**src/rtl/adder_sequencer.sv**
```systemverilog
// Multi-cycle W-bit add/subtract built by sequencing an external 4-bit adder
// one nibble per cycle, least-significant nibble first.
module adder_sequencer #(
  parameter int NIBBLES = 4
) (
  input  logic                   clk,
  input  logic                   rst,
  input  logic                   req_valid,
  output logic                   req_ready,
  input  logic [4*NIBBLES-1:0]   req_a,
  input  logic [4*NIBBLES-1:0]   req_b,
  input  logic                   req_cin,
  input  logic                   req_sub,
  output logic [3:0]             add_a,
  output logic [3:0]             add_b,
  output logic                   add_cin,
  input  logic [3:0]             add_sum,
  input  logic                   add_carry,
  output logic                   rsp_valid,
  input  logic                   rsp_ready,
  output logic [4*NIBBLES-1:0]   rsp_sum,
  output logic                   rsp_carry,
  output logic                   rsp_ovf,
  output logic                   busy
);

  localparam int W  = 4 * NIBBLES;
  localparam int KW = (NIBBLES > 1) ? $clog2(NIBBLES) : 1;

  typedef enum logic [1:0] {
    S_IDLE = 2'd0,
    S_RUN  = 2'd1,
    S_DONE = 2'd2
  } state_t;

  state_t         r_state;
  logic [KW-1:0]  r_k;
  logic [W-1:0]   r_a;
  logic [W-1:0]   r_b;
  logic           r_c;
  logic           r_carry;
  logic           r_ovf;
  logic [3:0]     r_sum_nib [NIBBLES];

  logic [3:0]     w_nib_a [NIBBLES];
  logic [3:0]     w_nib_b [NIBBLES];
  logic           w_last;
  logic           w_run;

  genvar gi;
  generate
    for (gi = 0; gi < NIBBLES; gi++) begin : g_nib
      assign w_nib_a[gi]          = r_a[4*gi +: 4];
      assign w_nib_b[gi]          = r_b[4*gi +: 4];
      assign rsp_sum[4*gi +: 4]   = r_sum_nib[gi];
    end
  endgenerate

  assign w_run  = (r_state == S_RUN);
  assign w_last = (r_k == KW'(NIBBLES - 1));

  // Adder inputs are only driven while sequencing; r_c carries cin_eff into nibble 0.
  assign add_a   = w_run ? w_nib_a[r_k] : 4'd0;
  assign add_b   = w_run ? w_nib_b[r_k] : 4'd0;
  assign add_cin = w_run ? r_c : 1'b0;

  assign req_ready = (r_state == S_IDLE);
  assign rsp_valid = (r_state == S_DONE);
  assign busy      = (r_state != S_IDLE);
  assign rsp_carry = r_carry;
  assign rsp_ovf   = r_ovf;

  always_ff @(posedge clk or posedge rst) begin
    if (rst) begin
      r_state <= S_IDLE;
      r_k     <= '0;
      r_a     <= '0;
      r_b     <= '0;
      r_c     <= 1'b0;
      r_carry <= 1'b0;
      r_ovf   <= 1'b0;
      for (int i = 0; i < NIBBLES; i++) r_sum_nib[i] <= 4'd0;
    end else begin
      case (r_state)
        S_IDLE: begin
          if (req_valid) begin
            // Subtract is A + ~B + 1; the caller's carry-in is irrelevant then.
            r_a     <= req_a;
            r_b     <= req_sub ? ~req_b : req_b;
            r_c     <= req_sub | req_cin;
            r_k     <= '0;
            r_state <= S_RUN;
          end
        end
        S_RUN: begin
          r_sum_nib[r_k] <= add_sum;
          r_c            <= add_carry;
          if (w_last) begin
            r_k     <= '0;
            r_carry <= add_carry;
            r_ovf   <= (r_a[W-1] == r_b[W-1]) && (add_sum[3] != r_a[W-1]);
            r_state <= S_DONE;
          end else begin
            r_k <= r_k + 1'b1;
          end
        end
        S_DONE: begin
          if (rsp_ready) r_state <= S_IDLE;
        end
        default: r_state <= S_IDLE;
      endcase
    end
  end

endmodule

```
**config.mk**
```make
export PLATFORM = sky130hd
export DESIGN_NAME = adder_sequencer
export DESIGN_NICKNAME = d
export VERILOG_FILES = /design/src/rtl/adder_sequencer.sv
export SDC_FILE = /design/constraint.sdc
export NUM_CORES = 1
export LEC_CHECK = 0
export CAP_MARGIN = 15
export CORE_AREA = 4 4 100 102
export DETAILED_ROUTE_END_ITERATION = 10
export DIE_AREA = 0 0 104 106
export SLEW_MARGIN = 10
export SYNTH_ARGS = -nofsm -noshare
export SYNTH_HDL_FRONTEND = slang
export SYNTH_SLANG_ARGS = --single-unit
```
**constraint.sdc**
```tcl
create_clock -name clk -period 1.75 [get_ports clk]
set_clock_uncertainty 0.2 [all_clocks]
set_input_delay 0.35 -clock clk [delete_from_list [all_inputs] [get_ports clk]]
set_output_delay 0.35 -clock clk [all_outputs]
set_load 0.01 [all_outputs]
```
==> results.sh, run 1 <==
export IMPL_synth_compound_area_share_pct=6.61
export IMPL_synth_cell_types=29
export IMPL_crit_chain="buf_6 -> mux4_2 -> and2_4 -> buf_6"
export IMPL_crit_type="flop to output pin"
export IMPL_clk_insertion_delay_late_ns=0.31
export IMPL_cp_common_cell="buf_6"
export IMPL_mostFrequentLayoutCell="dfrtp_1"
export IMPL_final_util_pct=46.3
export IMPL_initial_utilization_pct=29.1
export IMPL_final_nets=380
export IMPL_synthAdderAreaFrac_pct=1.89
export IMPL_grt_overflow_total=0
export IMPL_synth_edff_count=0
export IMPL_drt_total_wl_mm=6.57
export IMPL_final_cell_mix="dfrtp_1 (55), nand2_1 (44), clkdlybuf4s50_1 (42), buf_6 (23), dlygate4sd2_1 (18)"
export IMPL_violations="negative setup slack"
export IMPL_dpl_worst_slack_ns=-0.451
export IMPL_antenna_found_initial=0
export IMPL_gp_congestion=0.715
export IMPL_syn_area_per_cell_um2=11.5
export IMPL_numCtsBuffers=5
export IMPL_cts_tree="done"
export IMPL_die_w_um=104
export IMPL_dp_hpwl_mm=4.28
export IMPL_viasPerCell=4.47
export IMPL_synth_async_sr_flop_share_pct=100
export IMPL_hold_viol_final=0
export IMPL_powerDensity_nw_per_um2=1750
export IMPL_whs_ns=0.226
export IMPL_max_slew_margin_pct=79.6
export IMPL_first_pass_iters=4
export IMPL_grt_pass1_wl_mm=10.2
export IMPL_cp_top_family="multiplexers"
export IMPL_cp_num_buf_inv=2
export IMPL_dieArea_um2=11000
export IMPL_cts_clk_slew_worst_paths_ns=0.11
export IMPL_rsz0062_at_grt="yes"
export IMPL_crit_fanout=5
export IMPL_worst_endpoint_required_ns=1.20
export IMPL_grt_usage_pct=11.6
export IMPL_cts_hold_buf=0
export IMPL_drt_iter0_markers=31
export IMPL_synthXorXnorAreaFrac_pct=5.29
export IMPL_netlist_instances=231
export IMPL_syn_to_final_growth_pct=59.1
export IMPL_rrSetupSlack_ns=-0.08
export IMPL_worst_pin_slew_ns=0.305
export IMPL_htree_levels=2
export IMPL_rows=35
export IMPL_grt_max_degree=56
export IMPL_synth_simple_area_share_pct=15.6
export IMPL_numPortBuffers=72
export IMPL_netlist_area_um2=2650
export IMPL_grt_pass1_vias=2018
export IMPL_ys_seq_elements=55
export IMPL_drc=0
export IMPL_hold_class="input pin to async pin"
export IMPL_tns_ns=-4.95
export IMPL_max_cap_violations=0
export IMPL_fin_crit_ns=2.19
export IMPL_root_buffer="clkbuf_8"
export IMPL_core_area_um2=9110
export IMPL_fmaxAchievable_ghz=0.456
export IMPL_synthMuxAreaShare_pct=14.0
export IMPL_startpoint="r_k[0]$_DFFE_PP0P_"
export IMPL_rr_startpoint="r_state[0]$_DFFE_PP0P_"
export IMPL_cp_arrival_ns=1.64
export IMPL_leakagePower_nw=1.93
export IMPL_dp_cells=422
export IMPL_wl_per_cell_um=14.8
export IMPL_synth_ff_type="dfrtp_1"
export IMPL_postRouteAntennaNets=0
export IMPL_instances_no_fill=445
export IMPL_pin_count=73
export IMPL_seq_area_frac_synth_pct=51.9
export IMPL_clkSinkCount=55
export IMPL_drive_above_1_share_pct=43.1
export IMPL_vdd_ir_drop_max_uv=699
export IMPL_timing_final_crit_share_pct=125
export IMPL_setup_viol=30
export IMPL_cp_start_kind="flop"
export IMPL_outcome="complete, but fails checks"
export IMPL_cp_slowest_cell="mux4_2"
export IMPL_n_antenna_cell=0
export IMPL_end_kind="output pin"
export IMPL_max_stage_delay_ns=0.51
export IMPL_synth_top_family_by_area="simple AND/OR/NAND/NOR gates"
export IMPL_ys_warnings_count=0
export IMPL_fin_ws_ns=-0.443
export IMPL_vias=1990
export IMPL_chipHeight_um=106
export IMPL_cts_buffer_depth=2
export IMPL_synth_nets=278
export IMPL_slew_viol_final=0
## tightest hold or removal path: cells and delay by family
| kind | cells | cell delay (ns) |
|---|---|---|
| buffers and inverters | 3 | 0.80 |
## synth_stat cells, drive strengths merged (2+ instances only)
master  count  share of area [%]
and2        9                2.1
buf        10                3.9
nand2      71                 10
ha          4                1.9
xnor2      16                5.3
mux4        8                6.8
inv         4               0.57
clkbuf      2               0.28
dfrtp      55                 52
o31ai       2               0.57
mux2       17                7.2
o21ai      19                5.9
nand3       3               0.57
## stage by stage
stage	power, mW	area, um^2
2_1_floorplan	4.23	2670
3_3_place_gp	5.68	3650
3_5_place_dp	5.76	3650
4_1_cts	6.85	3950
5_1_grt	7.89	4220
6_report	7.38	4220
## registers in the layout (all words and copies together) (netlist names)
| register | count |
|---|---|
| r_a | 16 |
| r_b | 16 |
| rsp_sum | 16 |
| r_k | 2 |
| r_state | 2 |
| r_c | 1 |
| rsp_carry | 1 |
| rsp_ovf | 1 |
## per-layer routing
layer	track usage, %	wire length [um]	vias up
met4	2.85	58	0
li1	-	-	970
met1	15.4	3000	968
met3	2.91	286	8
met5	0	0	-
met2	19.0	3220	44
## worst paths after layout
path	end	depth (start not counted)
setup / recovery	add_a[3]	4
hold / removal	r_b[3]$_DFFE_PP0P_	3
setup reg to reg	r_b[10]$_DFFE_PP0P_	6
hold reg to reg	r_b[9]$_DFFE_PP0P_	2
max in group asynchronous	r_b[2]$_DFFE_PP0P_	3
min in group clk	r_b[9]$_DFFE_PP0P_	2
## timing repair
action / 4_1_cts / 5_1_grt
buffers inserted: 9 / 4
pin swaps: 27 / 40
gates cloned: 3 / 3
resized for setup: 99 / 63
setup endpoints to repair: 79 / 56
## logic make-up (layout without fill, tap and decap cells)
logic type      after synthesis  in the layout
flops                        55             55
buf+inv                      16            119
simple gates                 93             93
compound gates               22             22
mux                          25             25
fa+ha+maj                     4              4
xor+xnor                     16             16
## cell type report
cell class	instances	area, um^2
Clock buffer	5	68.8
Clock inverter	3	26.3
Fill cell	865	4890
Inverter	4	18.8
Multi-Input combinational cell	160	1380
Sequential cell	55	1380
Tap cell	111	139
Timing Repair Buffer	107	1210
## report_power, final
part	switching (mW)	internal [mW]	total [mW]
sequential	0.385	1.90	2.28
clock	0.455	0.296	0.751
combinational	1.78	2.57	4.35
Power figures use the tool's default switching activity.
==> run 2, diff against run 1 <==
Settings changed: CORE_AREA 4 4 100 102 to 4 4 127 80, DIE_AREA 0 0 104 106 to 0 0 131 84, DONT_BUFFER_PORTS set to 1, SLEW_MARGIN 10 to not set.
==> results.sh, run 2 (synthesized netlist as in run 1, its figures left out) <==
export IMPL_outcome="complete, but fails checks"
export IMPL_violations="negative setup slack"
export IMPL_grt_usage_pct=11.4
export IMPL_numPortBuffers=0
export IMPL_gp_congestion=0.706
export IMPL_cp_arrival_ns=1.50
export IMPL_final_util_pct=38.8
export IMPL_grt_max_degree=51
export IMPL_vdd_ir_drop_max_uv=566
export IMPL_wl_per_cell_um=15.7
export IMPL_min_to="r_c$_DFFE_PP0P_"
export IMPL_cp_top_family="multiplexers"
export IMPL_mostFrequentLayoutCell="nand2_1"
export IMPL_leakagePower_nw=1.60
export IMPL_syn_to_final_growth_pct=31.9
export IMPL_grt_overflow_total=0
export IMPL_crit_chain="buf_12 -> mux4_2 -> and2_4"
export IMPL_p_sw_mw=2.31
export IMPL_power_mw=6.43
export IMPL_crit_fanout=6
export IMPL_fin_crit_ns=2.05
export IMPL_clkPwrFrac_pct=15.2
export IMPL_drt_iter0_markers=43
export IMPL_rows=27
export IMPL_use_met2_pct=17.4
export IMPL_drive_above_1_share_pct=33.8
export IMPL_min_from="req_cin"
export IMPL_hold_viol_final=0
export IMPL_fin_ws_ns=-0.302
export IMPL_hold_class="input pin to flop"
export IMPL_max_slew_margin_pct=69.4
export IMPL_first_pass_iters=4
export IMPL_cp_slowest_cell="mux4_2"
export IMPL_worst_endpoint_required_ns=1.20
export IMPL_cp_start_kind="flop"
export IMPL_rsz0062_at_grt="yes"
export IMPL_pin_count=73
export IMPL_dieArea_um2=11000
export IMPL_chipHeight_um=84
export IMPL_fmaxAchievable_ghz=0.487
export IMPL_rr_startpoint="r_k[0]$_DFFE_PP0P_"
export IMPL_p_seq_share_pct=37.6
export IMPL_numCtsBuffers=5
export IMPL_instances_no_fill=391
export IMPL_max_stage_delay_ns=0.49
export IMPL_setup_viol=14
export IMPL_hold_depth=2
export IMPL_cts_clk_slew_worst_paths_ns=0.07
export IMPL_tns_ns=-3.12
export IMPL_r2r_end="rsp_sum[14]$_DFFE_PP0P_"
export IMPL_slew_viol_final=0
export IMPL_drc=0
export IMPL_use_met3_pct=5.12
export IMPL_p_int_mw=4.12
export IMPL_worst_pin_slew_ns=0.459
export IMPL_htree_levels=2
export IMPL_crit_type="flop to output pin"
export IMPL_clk_insertion_delay_late_ns=0.29
export IMPL_final_nets=321
export IMPL_root_buffer="clkbuf_16"
export IMPL_met1_usage_pct=15.0
export IMPL_dp_hpwl_mm=4.30
export IMPL_switching_share_pct=35.9
export IMPL_core_area_um2=9020
export IMPL_max_cap_violations=0
export IMPL_end_kind="output pin"
export IMPL_dp_cells=351
export IMPL_drt_total_wl_mm=6.13
export IMPL_final_cell_mix="nand2_1 (68), dfrtp_1 (55), dlygate4sd3_1 (25)"
export IMPL_viasPerCell=4.56
export IMPL_clkSinkCount=55
export IMPL_top_usage_layer="met2"
export IMPL_n_antenna_cell=0
export IMPL_vias=1782
export IMPL_cts_tree="done"
export IMPL_powerDensity_nw_per_um2=1840
export IMPL_rrSetupSlack_ns=-0.16
export IMPL_antenna_found_initial=0
export IMPL_die_w_um=131
export IMPL_cts_buffer_depth=2
export IMPL_startpoint="r_k[0]$_DFFE_PP0P_"
export IMPL_postRouteAntennaNets=0
export IMPL_ff2ff_path_depth=7
export IMPL_p_comb_share_pct=47.2
export IMPL_initial_utilization_pct=29.4
export IMPL_timing_final_crit_share_pct=117
export IMPL_cp_num_buf_inv=1
export IMPL_grt_pass1_wl_mm=9.80
export IMPL_grt_pass1_vias=1941
==> run 2: cell types whose count changed in the layout (fill, tap and decap cells not counted), sizes merged <==
cell | before | now
clkdlybuf4s50 | 42 | 0
buf | 44 | 23
dlygate4sd2 | 18 | 0
dlygate4sd3 | 0 | 25
clkinvlp | 1 | 2
clkbuf | 8 | 6
inv | 5 | 3
==> run 2: how the worst max path moves through the flow <==
stage,depth (start not counted),to
floorplan,3,add_a[3]
global placement,3,add_b[3]
detailed placement,3,add_b[3]
CTS,3,add_b[2]
global route,3,add_a[1]
finish,3,add_b[2]
==> run 2: timing repair <==
item	in CTS	in global routing
endpoints found under the hold margin	46	5
gates resized for setup	11	36
buffers inserted	1	6
pin swaps	9	4
setup endpoints to repair	9	27
hold buffers	22	3
==> run 2: stage by stage <==
stage / area, um^2 / setup slack [ns] / hold WS (ns)
6_report: 3500 / -0.302 / 0.0236
5_1_grt: 3500 / -0.361 / 0.0280
4_1_cts: 3260 / -0.323 / 0.000360
3_5_place_dp: 2870 / -0.0415 / 0.0582
3_3_place_gp: 2870 / -0.0346 / 0.0550
2_1_floorplan: 2670 / -0.0347 / 0.224
==> run 2: layout make-up <==
cell class,instances,area [um^2]
clock buffer,6,129
multi-input combinational,160,1330
sequential,55,1380
fill,876,5520
timing repair buffer,48,479
tap,116,145
clock inverter,2,12.5
inverter,4,26.3
==> run 2: routing by layer <==
layer,vias to the layer above,wire length [um],share of wire [%]
li1,856,-,-
met1,864,2970,49
met2,58,2610,43
met3,4,522,8.5
met4,0,26,0.42
met5,-,0,0
==> run 2: worst reg2reg max path: stages (launching register included) <==
cell      delay [ns]
dfrtp_1         0.42
buf_12          0.16
buf_4           0.13
buf_8           0.13
ha_4            0.16
nand3b_1        0.14
buf_6           0.16
mux2_4          0.30
==> run 2: power by group through the flow <==
stage	combinational (mW)	sequential [mW]	clock (mW)
floorplan	1.94	2.29	0
global placement	2.36	2.41	0
detailed placement	2.40	2.42	0
CTS	2.55	2.40	1.02
global route	3.34	2.50	1.08
finish	3.03	2.42	0.979
